==> src/rtl/sreg_pkg.sv <==
// Shared definitions for the serialiser: FSM state type and counter sizing.
package sreg_pkg;

  typedef enum logic {
    ST_IDLE  = 1'b0,
    ST_SHIFT = 1'b1
  } sreg_state_e;

  // Bits needed to count 0..w-1, never less than one.
  function automatic int cnt_width(input int w);
    return (w <= 2) ? 1 : $clog2(w);
  endfunction

endpackage

==> src/rtl/sreg_bit_counter.sv <==
// Bit-position counter for one serialised word; saturates at WIDTH-1.
module sreg_bit_counter
  import sreg_pkg::*;
#(
  parameter int WIDTH = 9,
  localparam int CW   = cnt_width(WIDTH)
) (
  input  logic          clk,
  input  logic          rst,
  input  logic          i_load,
  input  logic          i_en,
  output logic [CW-1:0] o_cnt,
  output logic          o_tc
);

  logic [CW-1:0] r_cnt;

  assign o_cnt = r_cnt;
  assign o_tc  = (r_cnt == CW'(WIDTH - 1));

  always_ff @(posedge clk or posedge rst) begin
    if (rst)
      r_cnt <= '0;
    else if (i_load)
      r_cnt <= '0;
    else if (i_en && !o_tc)
      r_cnt <= r_cnt + CW'(1);
  end

endmodule

==> src/rtl/sreg_piso_stream.sv <==
// Parallel-in serial-out streamer with valid/ready on both sides and
// zero-gap reload on the last-bit consume cycle.
module sreg_piso_stream
  import sreg_pkg::*;
#(
  parameter int WIDTH      = 9,
  parameter bit MSB_FIRST  = 1'b0,
  parameter bit IDLE_LEVEL = 1'b0
) (
  input  logic             clk,
  input  logic             rst,
  input  logic             in_valid,
  output logic             in_ready,
  input  logic [WIDTH-1:0] in_parallel,
  input  logic             out_ready,
  output logic             out_valid,
  output logic             out_serial,
  output logic             out_first,
  output logic             out_last,
  output logic             busy
);

  localparam int CW = cnt_width(WIDTH);

  sreg_state_e      r_state;
  logic [WIDTH-1:0] r_sreg;
  logic             r_serial;

  logic [CW-1:0]    w_cnt;
  logic             w_tc;
  logic             w_accept;
  logic             w_adv;
  logic             w_load_bit;
  logic             w_shift_bit;
  logic [WIDTH-1:0] w_load_rest;
  logic [WIDTH-1:0] w_shift_rest;

  assign out_valid  = (r_state == ST_SHIFT);
  assign busy       = out_valid;
  assign out_serial = r_serial;
  assign out_first  = out_valid && (w_cnt == '0);
  assign out_last   = out_valid && w_tc;

  // Held low during reset so nothing is accepted while the block is cleared.
  assign in_ready = !rst && (!out_valid || (out_last && out_ready));
  assign w_accept = in_valid && in_ready;
  assign w_adv    = out_valid && out_ready;

  // r_serial holds the bit on the wire; r_sreg holds the bits still to come,
  // refilled with IDLE_LEVEL from the far end.
  if (MSB_FIRST) begin : g_msb
    assign w_load_bit   = in_parallel[WIDTH-1];
    assign w_load_rest  = {in_parallel[WIDTH-2:0], IDLE_LEVEL};
    assign w_shift_bit  = r_sreg[WIDTH-1];
    assign w_shift_rest = {r_sreg[WIDTH-2:0], IDLE_LEVEL};
  end else begin : g_lsb
    assign w_load_bit   = in_parallel[0];
    assign w_load_rest  = {IDLE_LEVEL, in_parallel[WIDTH-1:1]};
    assign w_shift_bit  = r_sreg[0];
    assign w_shift_rest = {IDLE_LEVEL, r_sreg[WIDTH-1:1]};
  end

  sreg_bit_counter #(.WIDTH(WIDTH)) u_cnt (
    .clk    (clk),
    .rst    (rst),
    .i_load (w_accept || (w_adv && w_tc)),
    .i_en   (w_adv),
    .o_cnt  (w_cnt),
    .o_tc   (w_tc)
  );

  always_ff @(posedge clk or posedge rst) begin
    if (rst) begin
      r_state  <= ST_IDLE;
      r_sreg   <= '0;
      r_serial <= IDLE_LEVEL;
    end else if (w_accept) begin
      r_state  <= ST_SHIFT;
      r_sreg   <= w_load_rest;
      r_serial <= w_load_bit;
    end else if (w_adv) begin
      if (w_tc) begin
        r_state  <= ST_IDLE;
        r_serial <= IDLE_LEVEL;
      end else begin
        r_sreg   <= w_shift_rest;
        r_serial <= w_shift_bit;
      end
    end
  end

endmodule

==> config.mk <==
export PLATFORM = sky130hd
export DESIGN_NAME = sreg_piso_stream
export DESIGN_NICKNAME = d
export VERILOG_FILES = /design/src/rtl/sreg_pkg.sv /design/src/rtl/sreg_bit_counter.sv /design/src/rtl/sreg_piso_stream.sv
export SDC_FILE = /design/constraint.sdc
export NUM_CORES = 1
export LEC_CHECK = 0
export BUFFER_PORTS_ARGS = -buffer_cell sky130_fd_sc_hd__buf_2
export CAP_MARGIN = 10
export CELL_PAD_IN_SITES_DETAIL_PLACEMENT = 2
export CELL_PAD_IN_SITES_GLOBAL_PLACEMENT = 2
export CORE_UTILIZATION = 32
export CTS_CLUSTER_DIAMETER = 40
export CTS_CLUSTER_SIZE = 16
export DETAILED_ROUTE_END_ITERATION = 10
export GPL_TIMING_DRIVEN = 0
export MAX_ROUTING_LAYER = met4
export PLACE_DENSITY = 0.79
export SLEW_MARGIN = 20
export SYNTH_ARGS = -nofsm -noshare
export SYNTH_HDL_FRONTEND = slang
export SYNTH_SLANG_ARGS = --single-unit
==> constraint.sdc <==
create_clock -name clk -period 4.9 [get_ports clk]
set_input_delay 0.98 -clock clk [delete_from_list [all_inputs] [get_ports clk]]
set_output_delay 0.98 -clock clk [all_outputs]
set_load 0.02 [all_outputs]
== Word level (Yosys, flattened, before mapping) ==
Index checks and enable logic that the tools add are counted.
Cells by class
  reductions and logical operators: 19
  equality and inequality tests: 2
  muxes and demuxes: 11
  $add $sub $neg: 1
Operators by type and width (count)
  $mux W9: 3
  $logic_and A1 B1 Y1: 8
  $mux W4: 2
  $mux W1: 6
  $reduce_bool A2 Y1: 3
  $add A4 B1 Y4 const B: 1
  $eq A4 B4 Y1 const B: 1
  $logic_not A4 Y1: 1
  $reduce_and A2 Y1: 2
  $logic_not A1 Y1: 3
  $logic_or A1 B1 Y1: 2
  $ne A2 B2 Y1 const B: 1
Storage, ports and cells
  word-level logic and storage cells: 37
  register bits after elaboration: 15
  output and inout port bits: 6

== Depth between registers and ports, before layout ==
  depth after elaboration: 8
  mapped depth: 7

== By module ==
A second synthesis with hierarchy kept.
Unflattened totals
  cell total of the unflattened synthesis: 73
  area total of the unflattened synthesis: 777.0 um2
By module, submodules not included
  sreg_piso_stream: times used 1, sequential area each 250.2 um2, area an instance 540.5 um2, cells each 48
  sreg_bit_counter: times used 1, sequential area each 100.1 um2, area an instance 236.5 um2, cells each 25

== Worst setup path after synthesis ==
No wires, ideal clock.
  path type: input to output
  start point: input port out_ready
  end point: output port in_ready
  arrival: 1.520 ns
  required time: 3.920 ns
  buffers on the path: 0
  stages on the path: 2
  path slack: 2.400 ns
  cell sequence: nand4b_1 a21oi_1
Between the ends
  cells in the longest elaborated chain, start to end: 3
RTL lines
  start: declaration: RTL line sreg_piso_stream.sv:15  | input logic out_ready,
  $logic_and A1 B1 Y1: RTL line sreg_piso_stream.sv:45  | assign in_ready = !rst && (!out_valid || (out_last && out_ready));
  $logic_or A1 B1 Y1: RTL line sreg_piso_stream.sv:45
  $logic_and A1 B1 Y1: RTL line sreg_piso_stream.sv:45
  end: declaration: RTL line sreg_piso_stream.sv:13  | output logic in_ready,
Every way passes these cells.

== Worst setup path in the final report ==
  start point: register u_cnt.r_cnt[0], in the netlist u_cnt.o_cnt[0]
  end point: output port out_last
Between the ends
  cells in the longest elaborated chain, start to end: 2
RTL lines
  start: declaration: RTL line sreg_bit_counter.sv:16  | logic [CW-1:0] r_cnt;
  start signal: assignment: RTL line sreg_bit_counter.sv:27  | r_cnt <= r_cnt + CW'(1);
  $eq A4 B4 Y1: RTL line sreg_bit_counter.sv:19  | assign o_tc = (r_cnt == CW'(WIDTH - 1));
  $logic_and A1 B1 Y1: RTL line sreg_piso_stream.sv:42  | assign out_last = out_valid && w_tc;
  end: declaration: RTL line sreg_piso_stream.sv:19  | output logic out_last,
Every way passes these cells.

==> results.md <==
* Worst Path Arrival at 1.68 ns
* Area of the multi-input gates at 330.3 um^2
* Crit path largest cell delay at 0.44 ns
* Compound-Gate Fraction of Synth Area at 26.24%
* Sequential share of power at 41.7%
* Placement Rows at 16
* Fin nets at 112
* Synth Warn # at 0
* Area contributors post-synth: dfrtp_1 (48%), a22o_1 (6.0%), a21o_1 (5.1%), nand2_1 (3.6%), ha_1 (3.4%)
* DIE WIDTH at 49.75 um
* Starting Density at 35.72%
* Adder-cell share of the synthesized area at 3.431%
* Syn nets at 89
* Post-Synth Simple-Gate Area at 15.61%
* Hpwl dp at 1.435 mm
* Largest net degree at the start of global routing at 15
* Area after DPL at 853.3 um^2
* Minimum clock period at 2.660 ns
* Pint at 0.2897 mW
* Stages on the worst setup path at 6
* Antenna-violating nets left at 0
* Startpoint type of the worst setup path: flip-flop
* Launch point of the worst hold path: r_sreg[6]
* CP delay by family, top: flip-flops
* Clock slew at reported path FFs at 0.09 ns
* Worst hold path class: flip-flop to flip-flop
* Clk pwr share at 17.9%
* Per-cell routed wire length at 16.01 um
* DP Cell Count at 119
* Final instance area at 889.6 um^2
* Synth Area in XOR/XNOR at 0%
* I/O pins at 19
* Mapped Area at 729.5 um^2
* DRT Pass-1 Iters at 3
* PnR Total Power at 0.4802 mW
* Core area at 2042 um^2
* Synthesized flop and latch total at 14
* PwrDens at 539.8 nW/um^2
* Average cell area after synthesis at 9.857 um^2
* Status: finished clean
* Commonest non-fill, non-tap cell in the layout: buf_2
* Main combinational cell family by area after synthesis: compound AO/OA/AOI/OAI gates
* Number of diodes at 0
* Post-CTS resize count at 0
* Placer Congestion at 0.6773
* Register cell area after layout at 350.3 um^2
* Cts bufs inserted at 3
* # DRC at 0
* Die H at 49.75 um
* Crit end category: output pin
* FMAX at 0.3759 GHz
* Grt total ovfl at 0
* Dpl ws at 2.279 ns
* Max Cap Viol at 0
* Sink Count at 14
* CP Launch Point: u_cnt.o_cnt[0]
* Max-slew violations at 0
* H-tree depth at 1
* Worst skew pair latency at 0.28 ns
* RSZ-0062 raised after global routing: no
* Largest area contributor in the netlist: dfrtp_1
* Net Sw Power at 0.1904 mW
* Clk buf depth at 2
* Most frequent cells in the layout: buf_2 (18), dfrtp_1 (14), nand2_1 (7), inv_1 (6)
* Number of fillers in the final layout at 239
* Overall via count from detail_route at 646
* Pleak at 0.4797 nW
* Top cell type's share of synthesized area at 48.03%
* Slew Limit Headroom at 63.29%
* Post-synth cell types at 27
* Critical path class: flip-flop to output pin
* Gate power share at 40.4%
* Vias in the first global route at 723
* Data required, critical path at 3.92 ns
* Initial antenna violation count at 0
* Final hold viol count at 0
* Post-CTS setup buffers at 0
* Origin of the critical flop-to-flop path: u_cnt.o_cnt[0]
* Drt total wl at 1.969 mm
* Worst-case reg-to-reg path depth at 6
* Final Skew at 0.001712 ns
* GRT Util Overall at 19.65%
* Slowest CP cell: dfrtp_1
* Starting DRT DRC Count at 9
* TritonCTS clock tree: built
* Layout cells sized above 1 at 30.21%
* Vias per inst at 5.252
* Hold path depth at 1
* Hold_buf cts at 0
* PortBufs at 18
* Fin crit share at 54.29%
* Switching Share at 39.66%
* Mux contribution to synthesized area at 0%
* CP Buf/Inv Count at 3
* Non-Filler Instances at 123
* First-pass GRT wire length at 3.470 mm
* Root buffer cell: clkbuf_4
* CP max FO at 8
* Seq/Total Area, Yosys at 48.03%
* Worst Max-Slew Pin Slew at 0.5501 ns
* Die area at 2475 um^2
* Worst vdd ir at 0.0002305 V
* Setup violations, final at 0
* Crit-path cells: inv_1 -> ha_1 -> and3b_1 -> buf_6 -> and2_1 -> buf_2
* Setup TNS at 0 ns
* P&R area growth vs syn at 21.96%
* Setup WS post-layout at 2.240 ns
* Cells after Synth at 74
## synth_stat cells, drive strengths merged
cell    number
nand2b       1
and2         1
a22oi        1
nor4         1
nand3        1
a221oi       1
a21o         5
nor4b        1
buf          3
a21oi        5
a21boi       1
a22o         5
nor2         4
inv          6
nand4b       1
ha           2
a221o        1
o21ai        8
nand2        7
nor3         4
and3b        1
dfrtp       14
## worst register-to-register path: cells and delay by family (launching register included)
| kind | cells | cell delay, ns |
|---|---|---|
| AOI/OAI and AO/OA | 2 | 0.44 |
| DFF | 1 | 0.44 |
| buffers and inverters | 2 | 0.35 |
| adders and majority gates | 1 | 0.22 |
| and+or+nand+nor | 1 | 0.20 |
## flip-flops by register name (all words and copies together) (netlist names)
| name | count |
|---|---|
| busy | 1 |
| out_serial | 1 |
| r_sreg | 8 |
| u_cnt.o_cnt | 4 |
## power by group through the flow
stage / registers [mW] / logic [mW] / clock network (mW)
finish: 0.200 / 0.194 / 0.0860
floorplan: 0.198 / 0.136 / 0
global placement: 0.200 / 0.183 / 0
global route: 0.209 / 0.217 / 0.0952
detailed placement: 0.204 / 0.197 / 0
CTS: 0.202 / 0.199 / 0.0896
## path summary, 6_finish.rpt
check | slack [ns] | end
setup reg to reg | 3.12 | r_sreg[4]
min in group asynchronous | 0.75 | r_sreg[4]
hold reg to reg | 0.49 | r_sreg[6]
setup / recovery | 2.24 | out_last
max in group asynchronous | 3.79 | out_serial
hold / removal | 0.49 | r_sreg[6]
## routing by layer
layer  share of wire, %  wire [um]  vias up  global-route usage, %
met2                 50        991       16                  31.31
met1                 45        887      320                  24.52
met3                3.6         70        4                  3.086
met4                1.0         20        0                  8.571
li1                   -          -      306                      -
met5                  0          0        -                      -
## cell families (layout without fill, tap and decap cells)
| kind of cell | count (synthesis) | after routing |
|---|---|---|
| fa+ha+maj | 2 | 2 |
| compound gates | 27 | 27 |
| flops | 14 | 14 |
| buf+inv | 9 | 31 |
| simple gates | 22 | 22 |
## metrics by stage
| stage | util, % | hold WS, ns |
|---|---|---|
| finish | 43.57 | 0.4931 |
| global route | 43.57 | 0.5088 |
| CTS | 43.57 | 0.4974 |
| detailed placement | 41.79 | 0.4744 |
| global placement | 41.79 | 0.4595 |
| floorplan | - | 0.4500 |
## cell type report
class                   count  share of cell area [%]
flip-flops and latches     14                   39.38
repair buffers             18                   10.13
well taps                  27                   3.797
inverters                   6                   2.532
clock buffers               4                   4.079
multi-input cells          51                   37.13
plain buffers               3                   2.954
Power figures use the tool's default switching activity.
